===== config.mk =====
export PLATFORM = sky130hd
export DESIGN_NAME = ws2812_chain_driver
export DESIGN_NICKNAME = d
export VERILOG_FILES = /design/src/rtl/ws2812_chain_driver.sv
export SDC_FILE = /design/constraint.sdc
export NUM_CORES = 1
export LEC_CHECK = 0
export CAP_MARGIN = 5
export CORE_MARGIN = 2
export CORE_UTILIZATION = 63
export DETAILED_ROUTE_END_ITERATION = 6
export PLACE_DENSITY = 0.95
export SYNTH_ARGS = -nofsm -noshare
export SYNTH_HDL_FRONTEND = slang
export SYNTH_SLANG_ARGS = --single-unit

===== constraint.sdc =====
create_clock -name clk -period 3.4 [get_ports clk]
set_clock_uncertainty 0.2 [all_clocks]
set_input_delay 0.51 -clock clk [delete_from_list [all_inputs] [get_ports clk]]
set_output_delay 0.51 -clock clk [all_outputs]
set_load 0.1 [all_outputs]

===== src/rtl/ws2812_chain_driver.sv =====
// ws2812_chain_driver: streams N_LEDS pixel words out of a pixel source onto a
// single WS2812-style one-wire line, MSB first, followed by a low latch period.
//
// Ports:
//   clk, rst_n   single clock, asynchronous active-low reset
//   start        frame request, only looked at while idle
//   busy         high from the cycle after start is taken until frame_done
//   pix_req      pixel request, pix_idx valid while high
//   pix_idx      index of the requested LED
//   pix_data     pixel word from the source (taken on pix_req & pix_valid)
//   pix_valid    pix_data qualifier
//   dout         serial line to the LED chain
//   underrun     (only with WS2812_UNDERRUN_ABORT_EN) sticky underrun flag
//   frame_done   one-cycle pulse on the last latch cycle
//
// Optional feature macro: WS2812_UNDERRUN_ABORT_EN
//   defined   : a missing next pixel aborts the frame into the latch period
//   undefined : a missing next pixel stalls the line low until it arrives
module ws2812_chain_driver #(
    parameter int unsigned N_LEDS   = 8,
    parameter int unsigned BPP      = 24,
    parameter int unsigned T0H_CYC  = 20,
    parameter int unsigned T1H_CYC  = 40,
    parameter int unsigned TBIT_CYC = 63,
    parameter int unsigned TRST_CYC = 2600,
    localparam int unsigned IDXW    = $clog2((N_LEDS > 2) ? N_LEDS : 2)
) (
    input  logic            clk,
    input  logic            rst_n,
    input  logic            start,
    output logic            busy,
    output logic            pix_req,
    output logic [IDXW-1:0] pix_idx,
    input  logic [BPP-1:0]  pix_data,
    input  logic            pix_valid,
    output logic            dout,
`ifdef WS2812_UNDERRUN_ABORT_EN
    output logic            underrun,
`endif
    output logic            frame_done
);

    localparam int unsigned CW = $clog2(TBIT_CYC + 1);
    localparam int unsigned BW = $clog2(BPP + 1);
    localparam int unsigned LW = $clog2(TRST_CYC + 1);

    localparam logic [CW-1:0]   TBIT_LAST  = CW'(TBIT_CYC - 1);
    localparam logic [CW-1:0]   T0H        = CW'(T0H_CYC);
    localparam logic [CW-1:0]   T1H        = CW'(T1H_CYC);
    localparam logic [BW-1:0]   BIT_LAST   = BW'(BPP - 1);
    localparam logic [LW-1:0]   LATCH_LAST = LW'(TRST_CYC - 1);
    localparam logic [IDXW-1:0] PIX_LAST   = IDXW'(N_LEDS - 1);

    typedef enum logic [2:0] {IDLE, FETCH, BIT_HI, BIT_LO, LATCH} state_t;

    state_t          state;
    logic [BPP-1:0]  shift_q;
    logic [BPP-1:0]  hold_q;
    logic            hold_valid;
    logic            pre_arm;      // raise the prefetch request next cycle
    logic [CW-1:0]   cyc_cnt;      // cycle within the current bit
    logic [BW-1:0]   bit_cnt;      // bit within the current pixel
    logic [LW-1:0]   lat_cnt;
    logic [IDXW-1:0] pix_cur;      // pixel currently on the line

    logic            accept_c;
    logic [CW-1:0]   high_c;
    logic [CW-1:0]   cyc_nxt_c;
    logic            last_bit_c;
    logic            last_pix_c;
    logic            next_ok_c;
    logic [BPP-1:0]  next_word_c;

    // Bit timing and next-pixel selection helpers
    always_comb begin
        accept_c    = pix_req & pix_valid;
        high_c      = shift_q[BPP-1] ? T1H : T0H;
        cyc_nxt_c   = cyc_cnt + CW'(1);
        last_bit_c  = (bit_cnt == BIT_LAST);
        last_pix_c  = (pix_cur == PIX_LAST);
        // A word accepted on the very last bit cycle is used directly, no gap
        next_ok_c   = hold_valid | accept_c;
        next_word_c = hold_valid ? hold_q : pix_data;
    end

    // Frame FSM with registered outputs
    always_ff @(posedge clk or negedge rst_n) begin
        if (!rst_n) begin
            state      <= IDLE;
            busy       <= 1'b0;
            pix_req    <= 1'b0;
            pix_idx    <= '0;
            dout       <= 1'b0;
            frame_done <= 1'b0;
            shift_q    <= '0;
            hold_q     <= '0;
            hold_valid <= 1'b0;
            pre_arm    <= 1'b0;
            cyc_cnt    <= '0;
            bit_cnt    <= '0;
            lat_cnt    <= '0;
            pix_cur    <= '0;
`ifdef WS2812_UNDERRUN_ABORT_EN
            underrun   <= 1'b0;
`endif
        end else begin
            frame_done <= 1'b0;
            case (state)
                IDLE: begin
                    dout <= 1'b0;
                    if (start) begin
                        state      <= FETCH;
                        busy       <= 1'b1;
                        pix_req    <= 1'b1;
                        pix_idx    <= '0;
                        pix_cur    <= '0;
                        hold_valid <= 1'b0;
                        pre_arm    <= 1'b0;
`ifdef WS2812_UNDERRUN_ABORT_EN
                        underrun   <= 1'b0;
`endif
                    end
                end

                // Waiting for the first pixel, or for a late pixel after a stall
                FETCH: begin
                    dout <= 1'b0;
                    if (accept_c) begin
                        shift_q <= pix_data;
                        pix_req <= 1'b0;
                        pre_arm <= !last_pix_c;
                        cyc_cnt <= '0;
                        bit_cnt <= '0;
                        dout    <= 1'b1;
                        state   <= BIT_HI;
                    end
                end

                BIT_HI, BIT_LO: begin
                    if (pre_arm) begin
                        pix_req <= 1'b1;
                        pix_idx <= pix_cur + IDXW'(1);
                        pre_arm <= 1'b0;
                    end
                    if (accept_c) begin
                        hold_q     <= pix_data;
                        hold_valid <= 1'b1;
                        pix_req    <= 1'b0;
                    end

                    if (cyc_cnt != TBIT_LAST) begin
                        cyc_cnt <= cyc_nxt_c;
                        dout    <= (cyc_nxt_c < high_c);
                        state   <= (cyc_nxt_c < high_c) ? BIT_HI : BIT_LO;
                    end else if (!last_bit_c) begin
                        shift_q <= shift_q << 1;
                        bit_cnt <= bit_cnt + BW'(1);
                        cyc_cnt <= '0;
                        dout    <= 1'b1;
                        state   <= BIT_HI;
                    end else if (last_pix_c) begin
                        dout       <= 1'b0;
                        lat_cnt    <= '0;
                        frame_done <= (TRST_CYC == 1);
                        state      <= LATCH;
                    end else if (next_ok_c) begin
                        shift_q    <= next_word_c;
                        hold_valid <= 1'b0;
                        pix_req    <= 1'b0;
                        pix_cur    <= pix_cur + IDXW'(1);
                        pre_arm    <= ((pix_cur + IDXW'(1)) != PIX_LAST);
                        bit_cnt    <= '0;
                        cyc_cnt    <= '0;
                        dout       <= 1'b1;
                        state      <= BIT_HI;
                    end else begin
`ifdef WS2812_UNDERRUN_ABORT_EN
                        underrun   <= 1'b1;
                        pix_req    <= 1'b0;
                        dout       <= 1'b0;
                        lat_cnt    <= '0;
                        frame_done <= (TRST_CYC == 1);
                        state      <= LATCH;
`else
                        // Request for the next pixel stays up; FETCH picks it up
                        pix_cur <= pix_cur + IDXW'(1);
                        dout    <= 1'b0;
                        state   <= FETCH;
`endif
                    end
                end

                LATCH: begin
                    dout <= 1'b0;
                    if (lat_cnt == LATCH_LAST) begin
                        busy  <= 1'b0;
                        state <= IDLE;
                    end else begin
                        lat_cnt    <= lat_cnt + LW'(1);
                        frame_done <= ((lat_cnt + LW'(1)) == LATCH_LAST);
                    end
                end

                default: state <= IDLE;
            endcase
        end
    end

endmodule

=== Word-level counts from Yosys, hierarchy flattened ===
Index checks and enable logic that the tools add are counted.

* Add/subtract/negate cells: 4
* Order comparisons: 1
* Equality and inequality tests: 23
* Muxes and demuxes: 73
* Bitwise logic cells: 2
* Reductions and logical operators: 20

{| class="wikitable"
|+ Operators by type and width
! operator !! number
|-
| 24-bit two-way mux || 6
|-
| 12-bit two-way mux || 4
|-
| 24-bit one-hot mux with 2 select lines || 1
|-
| 6-bit two-way mux || 6
|-
| 3-bit two-way mux || 11
|-
| 1-bit two-way mux || 28
|-
| 5-bit two-way mux || 5
|-
| 12-bit == test, second input constant || 2
|-
| 12-bit one-hot mux with 2 select lines || 1
|-
| 2-bit inequality test, second input constant || 9
|-
| 5-bit AND reduction || 3
|-
| 12-bit by 1-bit adder with 12-bit output, second input constant || 1
|-
| 3-bit one-hot mux with 2 select lines || 2
|-
| 3-bit one-hot mux with 4 select lines || 1
|-
| 6-bit one-hot mux with 2 select lines || 1
|-
| 3-bit AND reduction || 4
|-
| 5-bit one-hot mux with 2 select lines || 1
|-
| 3-bit inequality test, second input constant || 3
|-
| 1-bit one-hot mux with 3 select lines || 3
|-
| 4-bit inequality test, second input constant || 2
|-
| 2-bit nonzero test || 4
|-
| 6-bit by 1-bit adder with 6-bit output, second input constant || 1
|-
| 3-bit by 2-bit == test with 1-bit output, second input constant || 2
|-
| 3-bit == test, second input constant || 2
|-
| 16 further kinds || 20
|}

* Bits in registers: 86
* Input port bits: 28
* Output and inout port bits: 7
* Word-level logic and storage cells: 137

=== Longest topological paths before layout ===
* Depth in word-level cells: 7
* Gate-level depth with buffers: 9
* Mapped depth without buffers: 9

=== Least setup slack after synthesis ===
Ideal clock, no wire load.

* Path type: register -> register
* Start point: reg pix_req
* End point: reg shift_q[10]
* Library setup time: 0.125 ns
* Arrival: 2.350 ns
* Required time: 3.075 ns
* Setup slack: 0.725 ns
* Cell stages (with the launch flop): 8
* Buffers on the path: 3
* Period minus slack after synthesis: 2.675 ns
* Path through: dfrtp_1 > buf_4 > a31oi_1 > or2_1 > buf_2 > a21oi_4 > buf_12 > mux2_4

* Word-level cells in the longest chain between the ends: 4
* Elaborated cells on any way between the ends: 5
* Those cells by class: eq/ne (2); bitwise (2); reduce/logical (1)

{| class="wikitable"
|+ Ends and longest elaborated chain
! item !! line !! text
|-
| start: declaration || 32 || <nowiki>output logic pix_req,</nowiki>
|-
| start signal: assignment || 91 || <nowiki>pix_req <= 1'b0;</nowiki>
|-
| start signal: assignment || 114 || <nowiki>pix_req <= 1'b1;</nowiki>
|-
| start signal: assignment || 130 || <nowiki>pix_req <= 1'b0;</nowiki>
|-
| 1-bit AND (*) || 76 || <nowiki>accept_c = pix_req & pix_valid;</nowiki>
|-
| 1-bit OR || 82 || <nowiki>next_ok_c = hold_valid | accept_c;</nowiki>
|-
| 3-bit inequality test (no line) || - ||
|-
| 5-bit AND reduction (no line) (*) || - ||
|-
| end signal: assignment || 129 || <nowiki>shift_q <= pix_data;</nowiki>
|-
| end signal: assignment || 156 || <nowiki>shift_q <= shift_q << 1;</nowiki>
|-
| end signal: assignment || 167 || <nowiki>shift_q <= next_word_c;</nowiki>
|-
| end: declaration || 57 || <nowiki>logic [BPP-1:0] shift_q;</nowiki>
|}

Every way passes the cells marked *; elsewhere a longest branch is shown, timed or not.
A chain may end at the register's enable or synchronous reset.

=== Worst setup path in the final report ===
* Start point: reg state[2]
* End point: reg hold_q[18]

* Word-level cells in the longest chain between the ends: 3
* Elaborated cells on any way between the ends: 4
* Those cells by class: eq/ne (2); reduce/logical (2)

{| class="wikitable"
|+ Ends and longest elaborated chain
! item !! line !! text
|-
| start: declaration || 56 || <nowiki>state_t state;</nowiki>
|-
| start signal: assignment || 154 || <nowiki>state <= (cyc_nxt_c < high_c) ? BIT_HI : BIT_LO;</nowiki>
|-
| 3-bit by 2-bit == test with 1-bit output || 108 || <nowiki>case (state)</nowiki>
|-
| 2-bit OR reduction (*) || 108 ||
|-
| 2-bit AND reduction (no line) (*) || - ||
|-
| end signal: assignment || 146 || <nowiki>hold_q <= pix_data;</nowiki>
|-
| end: declaration || 58 || <nowiki>logic [BPP-1:0] hold_q;</nowiki>
|}

Marks and branches as above.

==> flow_results.org <==
** Die
- The floorplan step set the die width to 89.6 um.
- The die is 89.6 um tall.
- Num ports :: 35
- Starting utilization of the core area :: 0.643
- After floorplanning, the core was sized to cover ~0.007 mm^2.
- The floorplan has 31 rows.
- Die Area :: 0.00802 mm^2

** Synth
- The share of the Yosys chip area taken by registers is 0.467.
- Prevailing post-synth register cell :: dfrtp_1
- Post-Syn Instances :: approximately 440
- In this run, synthesis inferred 0 flip-flops with an integrated enable.
- Synthesis produced a netlist with a net count of approximately 470.
- Synth Register Bits :: 86
- Average cell area after synthesis :: about 11 um^2
- Async set-reset flop share out of synthesis :: 1.00
- The synthesized netlist occupies a cell area of roughly 0.0046 mm^2.
- For this run, the number of Yosys warnings is 0.
- Number of distinct library cells after synthesis :: 54

** Clock network
- CTS saw 86 sinks.
- CTS built an H-tree with a depth of 3.
- TritonCTS built the clock tree.
- TritonCTS created 9 clock buffers.
- Post-CTS setup buffers :: 0
- In this run the clock root is driven by a clkbuf_8.
- Post-cts hold buffer count :: 0
- The longest clock path from root to sink contains 2 buffers.
- The number of gates resized after CTS was 0.
- At the later pin of the worst-skew pair, clock insertion delay measures 0.38 ns.
- Clock-pin slew on the worst setup and hold paths :: around 0.10 ns

** GRT
- Number of global-route vias before repair :: between 3,000 and 4,000
- Number of antenna violations at the first check in global routing :: 0
- Global route total overflow :: 0
- Total routing usage reported by global routing :: 0.270
- Maximum number of pins on one net before global-route repair :: a little under 90
- First-pass GRT wire length :: between 15,000 and 20,000 um

** Place
- The congestion estimate from routability-driven global placement came to about 0.91.
- Input/output buffers :: 34
- Detailed Place HPWL :: 6550 um

** Worst setup path
- CP Data Arrival Time :: 2.94 ns
- Data required time of the critical path :: between 3 and 4 ns
- Start point of the critical path :: state[2]
- Critical path destination :: hold_q[18]
- The worst setup path is launched from a flop.
- Worst flop-to-flop path startpoint :: state[2]
- Along the worst path, the maximum fanout reaches 29.
- In this run the register-to-register setup slack is between 0.5 and 0.6 ns.
- For the worst flop-to-flop path, the logic depth is 4.
- The setup path with the least slack is of type reg -> reg.
- The worst setup path is captured at a flop.
- R2R Path End :: hold_q[18]

** Final layout
- The filler cells instantiated in the layout total between 400 and 500.
- In the layout the commonest cells are 86 x dfrtp_1, 48 x nor2_1, 40 x a21oi_1, 33 x o21ai_0, 33 x mux2_2.
- Antenna cell count :: 0
- From synthesis to final layout, the design area changed by 11.2%.
- Ratio of cells with drive above 1 in the final layout :: 0.203
- The library cell used most frequently in the layout, excluding fill and tap cells, is dfrtp_1.
- Register area :: around 0.0022 mm^2
- For this run, the post-layout net count is between 400 and 500.
- The multi-input combinational cells in the finished layout cover a total of approximately 0.0023 mm^2.

** Route
- DR DRC count :: 0
- In the routed layout, each cell is associated on average with a via count of 6.35.
- After detailed routing, the average wire length per cell comes to approximately 18 um.
- Count of antenna-violating nets left after detailed routing :: 0
- Routed wire length :: 10,200 um
- In this run, the number of DRC markers left after iteration 0 of detailed routing was ~340.
- Total number of vias :: around 3,600
- The first TritonRoute pass finished after 5 iterations.

** Timing
- Setup violations remaining at the end of the flow were counted as 0.
- At the pin with the least slew margin, the transition time is roughly 1.1 ns.
- Setup repair after global routing left no endpoint under its margin.
- Maximum clock rate :: around 350 MHz
- Dividing the final minimum period by the clock period gives 0.845.
- The clock period could shrink to between 2 and 3 ns.
- In this run the tightest slew margin relative to its limit is 0.299.
- The final max-slew violation count was 0.
- The final count of hold timing violations was 0.
- Adding up every negative setup slack in the final design gives 0 ns.

** Outcome
- The flow ran to the end, and the final reports show no timing, DRC or antenna violations.

** Worst hold path
- Worst min-delay path category :: in -> async

** Power
- Max VDD drop :: 0.666 mV
- The analysis attributes to cell leakage a power of 2.16 nW.
- Cell Pwr Density :: between 800 and 900 mW/mm^2
- Tot Pwr :: between 4 and 5 mW

** Flow run
- Across the run, the number of max-cap violations was 0.
-- power by group --
part	internal, mW	leakage [nW]	switching [mW]
clock network	0.356	0.104	0.420
registers	1.43	1.05	0.312
logic	0.947	0.999	1.02
total	2.73	2.16	1.75
-- worst max-delay path, stage by stage, from the launching register on --
cell	delay (ns)
dfrtp_1	0.51
and2b_1	0.54
buf_4	0.40
nand3_2	0.59
mux2_2	0.51
-- how the worst min path moves through the flow --
stage	startpoint	endpoint	slack, ns	cells after the start
floorplan	rst_n	bit_cnt[0]	0.01	0
global placement	hold_q[0]	hold_q[0]	0.27	2
detailed placement	hold_q[0]	hold_q[0]	0.29	2
CTS	rst_n	hold_q[17]	0.16	1
global route	rst_n	lat_cnt[5]	0.22	1
finish	rst_n	lat_cnt[6]	0.11	1
-- cell type report --
cell class,instances,area share
Inverter,9,0.00659
Multi-Input combinational cell,315,0.440
Tap cell,99,0.0241
Sequential cell,86,0.420
Clock inverter,7,0.0168
Timing Repair Buffer,38,0.0683
Clock buffer,9,0.0241
-- cell usage after synthesis, types with 2 or more instances --
cell type	number	area [um^2]
o41ai_1	2	17.5
buf_2	12	60.1
a21oi_1	40	200
nor2_1	48	180
nand4_1	6	37.5
a32o_1	3	30.0
and3_1	6	37.5
o21a_1	4	30.0
a31oi_1	8	50.1
and4b_1	2	20.0
o21ai_1	3	15.0
o22ai_1	24	150
buf_4	5	37.5
xnor2_1	8	70.1
ha_1	11	138
mux2_2	33	372
nand2_1	19	71.3
mux2_4	18	270
nand3_2	4	40.0
mux2_1	3	33.8
nand3_1	11	55.1
inv_1	9	33.8
buf_12	2	40.0
o211ai_1	3	22.5
dfrtp_1	86	2150
clkbuf_1	5	18.8
o21ai_0	33	165
-- sequential cells by signal, indices dropped and copies added (netlist names) --
signal	flops
hold_q	24
bit_cnt	5
dout	1
busy	1
cyc_cnt	6
pre_arm	1
hold_valid	1
frame_done	1
state	3
pix_req	1
pix_cur	3
pix_idx	3
lat_cnt	12
shift_q	24
-- through the flow --
stage	cells	instance area, um^2	setup slack, ns	hold slack, ns	utilization
2_1_floorplan	435	4610	0.725	0.0144	-
4_1_cts	563	5130	0.565	0.158	0.715
3_3_place_gp	547	4920	0.636	0.267	0.686
6_report	563	5130	0.526	0.111	0.715
5_1_grt	563	5130	0.374	0.217	0.715
3_5_place_dp	547	4920	0.563	0.294	0.686
-- logic make-up (layout without fill, tap and decap cells) --
logic type               after synthesis  in the layout  synth area share
flip-flops                            86             86             0.467
XOR/XNOR                               8              8            0.0152
multiplexers                          55             55             0.149
adder cells (fa/ha/maj)               11             11            0.0298
buffers and inverters                 34             63            0.0437
AND/OR/NAND/NOR                      113            113             0.133
AO/OA/AOI/OAI                        128            128             0.164
-- metal layers --
metal / wire (um) / share of wire / GRT usage
met5: 0 / 0 / 0
met4: 259 / 0.025 / 0.132
met3: 503 / 0.049 / 0.0402
met2: 5110 / 0.50 / 0.430
met1: 4330 / 0.42 / 0.365
Note: power is estimated with default switching activity, not from simulation.
